`src/rtl/lcd_write_arbiter.sv`:
```
// Arbitrates the LCD write engine between init, picture and character drawers with a stall watchdog.
// Define LCD_ARB_RR_EN for round-robin arbitration; otherwise fixed priority (lowest index wins).
module lcd_write_arbiter #(
  parameter int N_REQ       = 3,
  parameter int DATA_W      = 9,
  parameter int CNT_W       = 18,
  parameter int TIMEOUT_CYC = 4096
) (
  input  logic                      sys_clk,
  input  logic                      sys_rst,
  input  logic [N_REQ-1:0]          req,
  input  logic [N_REQ-1:0]          req_wr_en,
  input  logic [N_REQ*DATA_W-1:0]   req_data,
  output logic [N_REQ-1:0]          gnt,
  output logic [N_REQ-1:0]          req_wr_done,
  output logic                      lcd_wr_en,
  output logic [DATA_W-1:0]         lcd_wr_data,
  input  logic                      lcd_wr_done,
  output logic                      busy,
  output logic [CNT_W-1:0]          word_cnt,
  output logic                      timeout_err
);

  localparam int WD_W = $clog2(TIMEOUT_CYC) + 1;
  localparam logic [WD_W-1:0] WD_LAST = WD_W'(TIMEOUT_CYC - 1);

  typedef enum logic [1:0] {ST_IDLE, ST_BUSY, ST_RELEASE} state_t;

  state_t             state_reg, state_next;
  logic [N_REQ-1:0]   gnt_reg, gnt_next;
  logic [CNT_W-1:0]   word_cnt_reg, word_cnt_next;
  logic [WD_W-1:0]    wd_reg, wd_next;
  logic [N_REQ-1:0]   win_onehot;
  logic               win_found;
  logic               in_busy;
  logic               hold;
  logic               stall;
  logic               timeout_hit;
  logic [DATA_W-1:0]  sel_data;
  logic [DATA_W-1:0]  data_masked [N_REQ];

  genvar gi;
  generate
    for (gi = 0; gi < N_REQ; gi++) begin : g_data_mask
      assign data_masked[gi] = gnt_reg[gi] ? req_data[gi*DATA_W +: DATA_W] : '0;
    end
  endgenerate

  always_comb begin
    sel_data = '0;
    for (int i = 0; i < N_REQ; i++) begin
      sel_data = sel_data | data_masked[i];
    end
  end

  // The engine sees the holder combinationally from the registered grant.
  assign in_busy     = (state_reg == ST_BUSY);
  assign lcd_wr_en   = in_busy & |(gnt_reg & req_wr_en);
  assign lcd_wr_data = in_busy ? sel_data : '0;
  assign req_wr_done = (in_busy && lcd_wr_done) ? gnt_reg : '0;
  assign gnt         = gnt_reg;
  assign busy        = (state_reg != ST_IDLE);
  assign word_cnt    = word_cnt_reg;

  // A holder keeps the grant while either its request or an outstanding write is up.
  assign hold        = |(gnt_reg & (req | req_wr_en));
  assign stall       = !lcd_wr_en && !lcd_wr_done;
  assign timeout_hit = in_busy && stall && (wd_reg == WD_LAST);
  assign timeout_err = timeout_hit;

`ifdef LCD_ARB_RR_EN
  localparam int PTR_W = (N_REQ > 1) ? $clog2(N_REQ) : 1;

  logic [PTR_W-1:0] ptr_reg;
  logic [PTR_W-1:0] rr_idx;
  logic [PTR_W-1:0] win_idx;

  // Scan starts just after the last granted index and wraps.
  always_comb begin
    win_onehot = '0;
    win_found  = 1'b0;
    win_idx    = ptr_reg;
    rr_idx     = ptr_reg;
    for (int k = 0; k < N_REQ; k++) begin
      if (rr_idx == PTR_W'(N_REQ - 1)) begin
        rr_idx = '0;
      end else begin
        rr_idx = rr_idx + 1'b1;
      end
      if (!win_found && req[rr_idx]) begin
        win_onehot[rr_idx] = 1'b1;
        win_idx            = rr_idx;
        win_found          = 1'b1;
      end
    end
  end

  always_ff @(posedge sys_clk or posedge sys_rst) begin
    if (sys_rst) begin
      ptr_reg <= PTR_W'(N_REQ - 1);
    end else if (state_reg == ST_IDLE && win_found) begin
      ptr_reg <= win_idx;
    end
  end
`else
  always_comb begin
    win_onehot = '0;
    win_found  = 1'b0;
    for (int i = 0; i < N_REQ; i++) begin
      if (!win_found && req[i]) begin
        win_onehot[i] = 1'b1;
        win_found     = 1'b1;
      end
    end
  end
`endif

  always_comb begin
    state_next    = state_reg;
    gnt_next      = gnt_reg;
    word_cnt_next = word_cnt_reg;
    wd_next       = '0;
    case (state_reg)
      ST_IDLE: begin
        if (win_found) begin
          gnt_next      = win_onehot;
          word_cnt_next = '0;
          state_next    = ST_BUSY;
        end
      end
      ST_BUSY: begin
        if (lcd_wr_done && (word_cnt_reg != '1)) begin
          word_cnt_next = word_cnt_reg + 1'b1;
        end
        if (stall) begin
          wd_next = wd_reg + 1'b1;
        end
        if (!hold || timeout_hit) begin
          gnt_next   = '0;
          state_next = ST_RELEASE;
        end
      end
      ST_RELEASE: begin
        state_next = ST_IDLE;
      end
      default: begin
        gnt_next   = '0;
        state_next = ST_IDLE;
      end
    endcase
  end

  always_ff @(posedge sys_clk or posedge sys_rst) begin
    if (sys_rst) begin
      state_reg    <= ST_IDLE;
      gnt_reg      <= '0;
      word_cnt_reg <= '0;
      wd_reg       <= '0;
    end else begin
      state_reg    <= state_next;
      gnt_reg      <= gnt_next;
      word_cnt_reg <= word_cnt_next;
      wd_reg       <= wd_next;
    end
  end

endmodule

```
`config.mk`:
```
export PLATFORM = sky130hd
export DESIGN_NAME = lcd_write_arbiter
export DESIGN_NICKNAME = d
export VERILOG_FILES = /design/src/rtl/lcd_write_arbiter.sv
export SDC_FILE = /design/constraint.sdc
export NUM_CORES = 1
export LEC_CHECK = 0
export CAP_MARGIN = 30
export CORE_MARGIN = 2
export CORE_UTILIZATION = 45
export DETAILED_ROUTE_END_ITERATION = 10
export PLACE_DENSITY = 0.84
export SKIP_LAST_GASP = 1
export SLEW_MARGIN = 20
export SYNTH_ARGS = -nofsm -noshare
export SYNTH_HDL_FRONTEND = slang
export SYNTH_SLANG_ARGS = --single-unit
export TNS_END_PERCENT = 30
```
`constraint.sdc`:
```
create_clock -name sys_clk -period 5.9 [get_ports sys_clk]
set_clock_uncertainty 0.15 [all_clocks]
set_input_delay 0.885 -clock sys_clk [delete_from_list [all_inputs] [get_ports sys_clk]]
set_output_delay 0.885 -clock sys_clk [all_outputs]
set_load 0.005 [all_outputs]
```
-- Word level (Yosys, flattened, before mapping)
Index checks and enable logic that the tools add are counted.
- bits in registers: 36
- output and inout port bits: 36
- bits of input ports: 36
- equal/unequal tests: 7
- reduce and logical (&&, ||, !) cells: 21
- add/sub/neg operators: 2
- muxes and demuxes: 21
- bitwise gates (word level): 7
- operators with widths (kind ; count):
    18-bit two-way mux ; 2
    9-bit two-way mux ; 4
    18-bit one-hot mux with 2 select lines ; 1
    13-bit two-way mux ; 2
    18-bit by 1-bit adder with 18-bit output (second input constant) ; 1
    18-bit != test (second input constant) ; 1
    9-bit bitwise OR ; 2
    13-bit by 1-bit adder with 13-bit output (second input constant) ; 1
    13-bit by 12-bit equality test with 1-bit output (second input constant) ; 1
    3-bit two-way mux ; 3
    3-bit one-hot mux with 3 select lines ; 1
    1-bit logical AND ; 7
    3-bit AND ; 2
    3-bit AND reduction ; 2
    3-bit OR reduction ; 2
    1-bit zero test ; 5
    1-bit two-way mux ; 5
    2-bit two-way mux ; 2
    2-bit by 1-bit != test with 1-bit output (second input constant) ; 2
    2-bit one-hot mux with 2 select lines ; 1
    2-bit nonzero test ; 2
    3-bit bitwise OR ; 1
    2-bit by 1-bit equality test with 1-bit output (second input constant) ; 1
    2-bit equality test (second input constant) ; 1
    other kinds (6) ; 6

-- Longest topological paths before layout
- word-level depth: 10
- depth in mapped cells: 8
- mapped depth without buffers: 6

-- Worst setup path after synthesis
Ideal clock, no wire load.
- path kind: input to output
- from: input req_wr_en[0]
- to: output timeout_err
- slack: 3019 ps
- stages on the path: 3
- arrival time: 1846 ps
- path through: a222oi_1 -> nand3b_1 -> nor4_1
- word-level cells in the longest chain between the ends: 7
- ends and longest elaborated chain (element ; line ; source):
    start: declaration ; 12 ; input logic [N_REQ-1:0] req_wr_en,
    3-bit AND ; 58 ; assign lcd_wr_en = in_busy & |(gnt_reg & req_wr_en);
    3-bit OR reduction ; 58 ;
    1-bit AND ; 58 ;
    1-bit zero test ; 67 ; assign stall = !lcd_wr_en && !lcd_wr_done;
    1-bit logical AND ; 67 ;
    1-bit logical AND (2 in series) ; 68 ; assign timeout_hit = in_busy && stall && (wd_reg == WD_LAST);
    end: declaration ; 21 ; output logic timeout_err
No other way between the ends.

-- Final worst setup path
Same ends and word-level chain as after synthesis.

==> results.txt <==
Post-Synth XOR/XNOR Area: 0.0591
Avg Inst Size Synth: 8.57 um2
worst reg2reg setup slack: 3.13 ns
Worst R2R End: gnt[0]
top cells by count, synth: dfrtp_1 (36), nor2_1 (34), nand2_1 (21)
Adder-Cell Fraction of Synth Area: 0.0121
Synth Register Bits: 36
DP HPWL: 3900 um
Leak: 1.11 nW
worst r2r path cells: 5
DRT iter0 DRCs: 150
Synth Area in Compound Gates: 0.171
CTS sink count: 36
count of different cell masters after synthesis: 36
Hold EP: wd_reg[0]
largest net degree at the start of global routing: 37
Num CTS Buffers: 5
Post-CTS Hold Buffers: 0
DP Area: 2800 um2
clk_lat worst skew: 0.29 ns
initial antenna violation count: 0
Root Driver: clkbuf_8
Final setup viols: 0
grt total ovfl: 0
via count: 2093
Hold Startpoint: wd_reg[0]
Setup TNS Final: 0 ns
Max Cap Violations: 0
core area: 4380 um2
fillers: 354
RSZ-0062 raised after global routing: false
Mapped Nets: 280
Layout Utilization: 0.662
GPL Wtd Cong: 0.776
diodes inserted: 0
post-route DRC violation count: 0
CP arrival: 3.18 ns
Total Nets Final: 346
most frequent cell after synthesis: dfrtp_1
count of pins over their slew limit: 0
status: finished, final reports clean
post-synthesis sequential area ratio: 0.435
crit share post-route: 0.715
Syn Inst Count: 242
Max-Slew Margin vs Limit: 0.420
Post-synth top flop: dfrtp_1
CTS tree: yes
Post-Synth Simple-Gate Area: 0.278
post-CTS setup buffers: 0
final WL: 5290 um
Yosys top cell area share: 0.435
crit path launch type: primary input
Tmin final: 4.22 ns
first-pass GRT wire length: 9020 um
Area contributors post-synth: dfrtp_1 (43%), nor2_1 (6.2%), a222oi_1 (5.3%)
Die ar.: 5170 um2
IO Pins: 72
ys async rst share: 1.00
drt pass-1 iters: 5
Die H: 71.9 um
H-Tree Depth: 2
clock-pin slew on the worst setup and hold paths: 0.07 ns
Antenna Nets Post-Route: 0
Fin. Hold Viols: 0
routed len/inst: 14.7 um
Finished Cell Area: 2900 um2
Hold WC Path Type: flop to flop
Area Overhead vs Synth: 40.0%
total track usage: 0.217
row count: 24
Worst Path Required: 4.87 ns
max FFs per register: 18
fmax: 237 MHz
Synth Cell Area: 2070 um2
Hold Crit Depth: 1
Setup Crit Path Kind: primary input to output port
initial core utilization: 0.473
worst-margin pin slew: 0.867 ns
Critical Path End Type: output port
number of global-route vias before repair: 2059
post-cts sizing count: 0
maximum vdd ir drop: 0.182 mV
leading area contributor after synthesis: dfrtp_1
Die Width: 71.9 um
main combinational cell family by area after synthesis: simple AND/OR/NAND/NOR gates
mux contribution to synthesized area: 0
EDFF count, synth: 0
Max clock buf depth: 2
reg-to-reg startpoint: gnt[0]
share of layout cells above drive strength 1: 0.0356
PortBufs: 71
Vias/cell: 5.80
crit path max fanout: 15
Power Density: 255 nW/um2
YS warnings: 0
[cell usage in the layout, fill, tap and decap left out, types with 2 or more instances in the layout]
cell type,n
clkbuf_8,6
xnor2_1,9
clkdlybuf4s50_1,71
inv_1,11
or4_1,8
nor3_1,7
o31ai_1,6
nor2_1,34
nand3_1,11
clkinvlp_4,2
o21ai_0,10
xor2_1,5
nand4_1,6
a21oi_1,15
a222oi_1,11
a31oi_1,2
nand2_1,21
nand2b_1,2
dfrtp_1,36
o21a_1,2
or3_1,3
o211ai_1,2
nor2b_1,2
nor4_1,5
and3_1,8
ha_1,2
[power by group]
group | switching [mW] | internal (mW) | total, mW | leakage, nW
combinational | 0.141 | 0.114 | 0.255 | 0.570
sequential | 0.0401 | 0.266 | 0.306 | 0.497
clock | 0.0859 | 0.0943 | 0.180 | 0.0434
total | 0.267 | 0.473 | 0.741 | 1.11
[kinds of logic after synthesis]
group | Yosys count
flip-flops | 36
XOR/XNOR | 14
buffers and inverters | 24
AO/OA/AOI/OAI | 52
adder cells (fa/ha/maj) | 2
AND/OR/NAND/NOR | 114
[metal layers]
| metal | wire, um | global-route usage |
|---|---|---|
| met1 | 2220 | 0.252 |
| met2 | 2790 | 0.393 |
| met3 | 174 | 0.0422 |
| met4 | 102 | 0.0860 |
| met5 | 0 | 0 |
[critical path: stages]
cell and delay [ns]:
clkdlybuf4s50_1 0.39, a222oi_1 0.50, nand3b_1 0.48, nor4_1 0.38, clkdlybuf4s50_1 0.54
[cell type report]
class / count / area, um2 / share of cell area
clock buffers: 6 / 82.6 / 0.0285
clock inverters: 2 / 15.0 / 0.00517
inverters: 11 / 41.3 / 0.0142
multi-input cells: 182 / 1080 / 0.372
flip-flops and latches: 36 / 901 / 0.310
well taps: 52 / 65.1 / 0.0224
repair buffers: 72 / 718 / 0.248
[worst max-delay path by stage]
stage,start,to,cells after the start
2_1_floorplan,req_wr_en[0],timeout_err,3
3_3_place_gp,req_wr_en[0],timeout_err,5
3_5_place_dp,req_wr_en[0],timeout_err,5
4_1_cts,req_wr_en[0],timeout_err,5
5_1_grt,req_wr_en[0],timeout_err,5
6_report,req_wr_en[0],timeout_err,5
[metrics by stage]
stage          hold slack [ns]  cells  power, mW  setup WS [ns]
2_1_floorplan            0.305    242      0.451           3.02
3_3_place_gp             0.321    353      0.557           1.70
3_5_place_dp             0.341    353      0.564           1.67
4_1_cts                  0.350    361      0.747           1.66
5_1_grt                  0.374    361      0.789           1.43
6_report                 0.342    361      0.741           1.68
No activity file was read; power rests on OpenSTA's default activity.
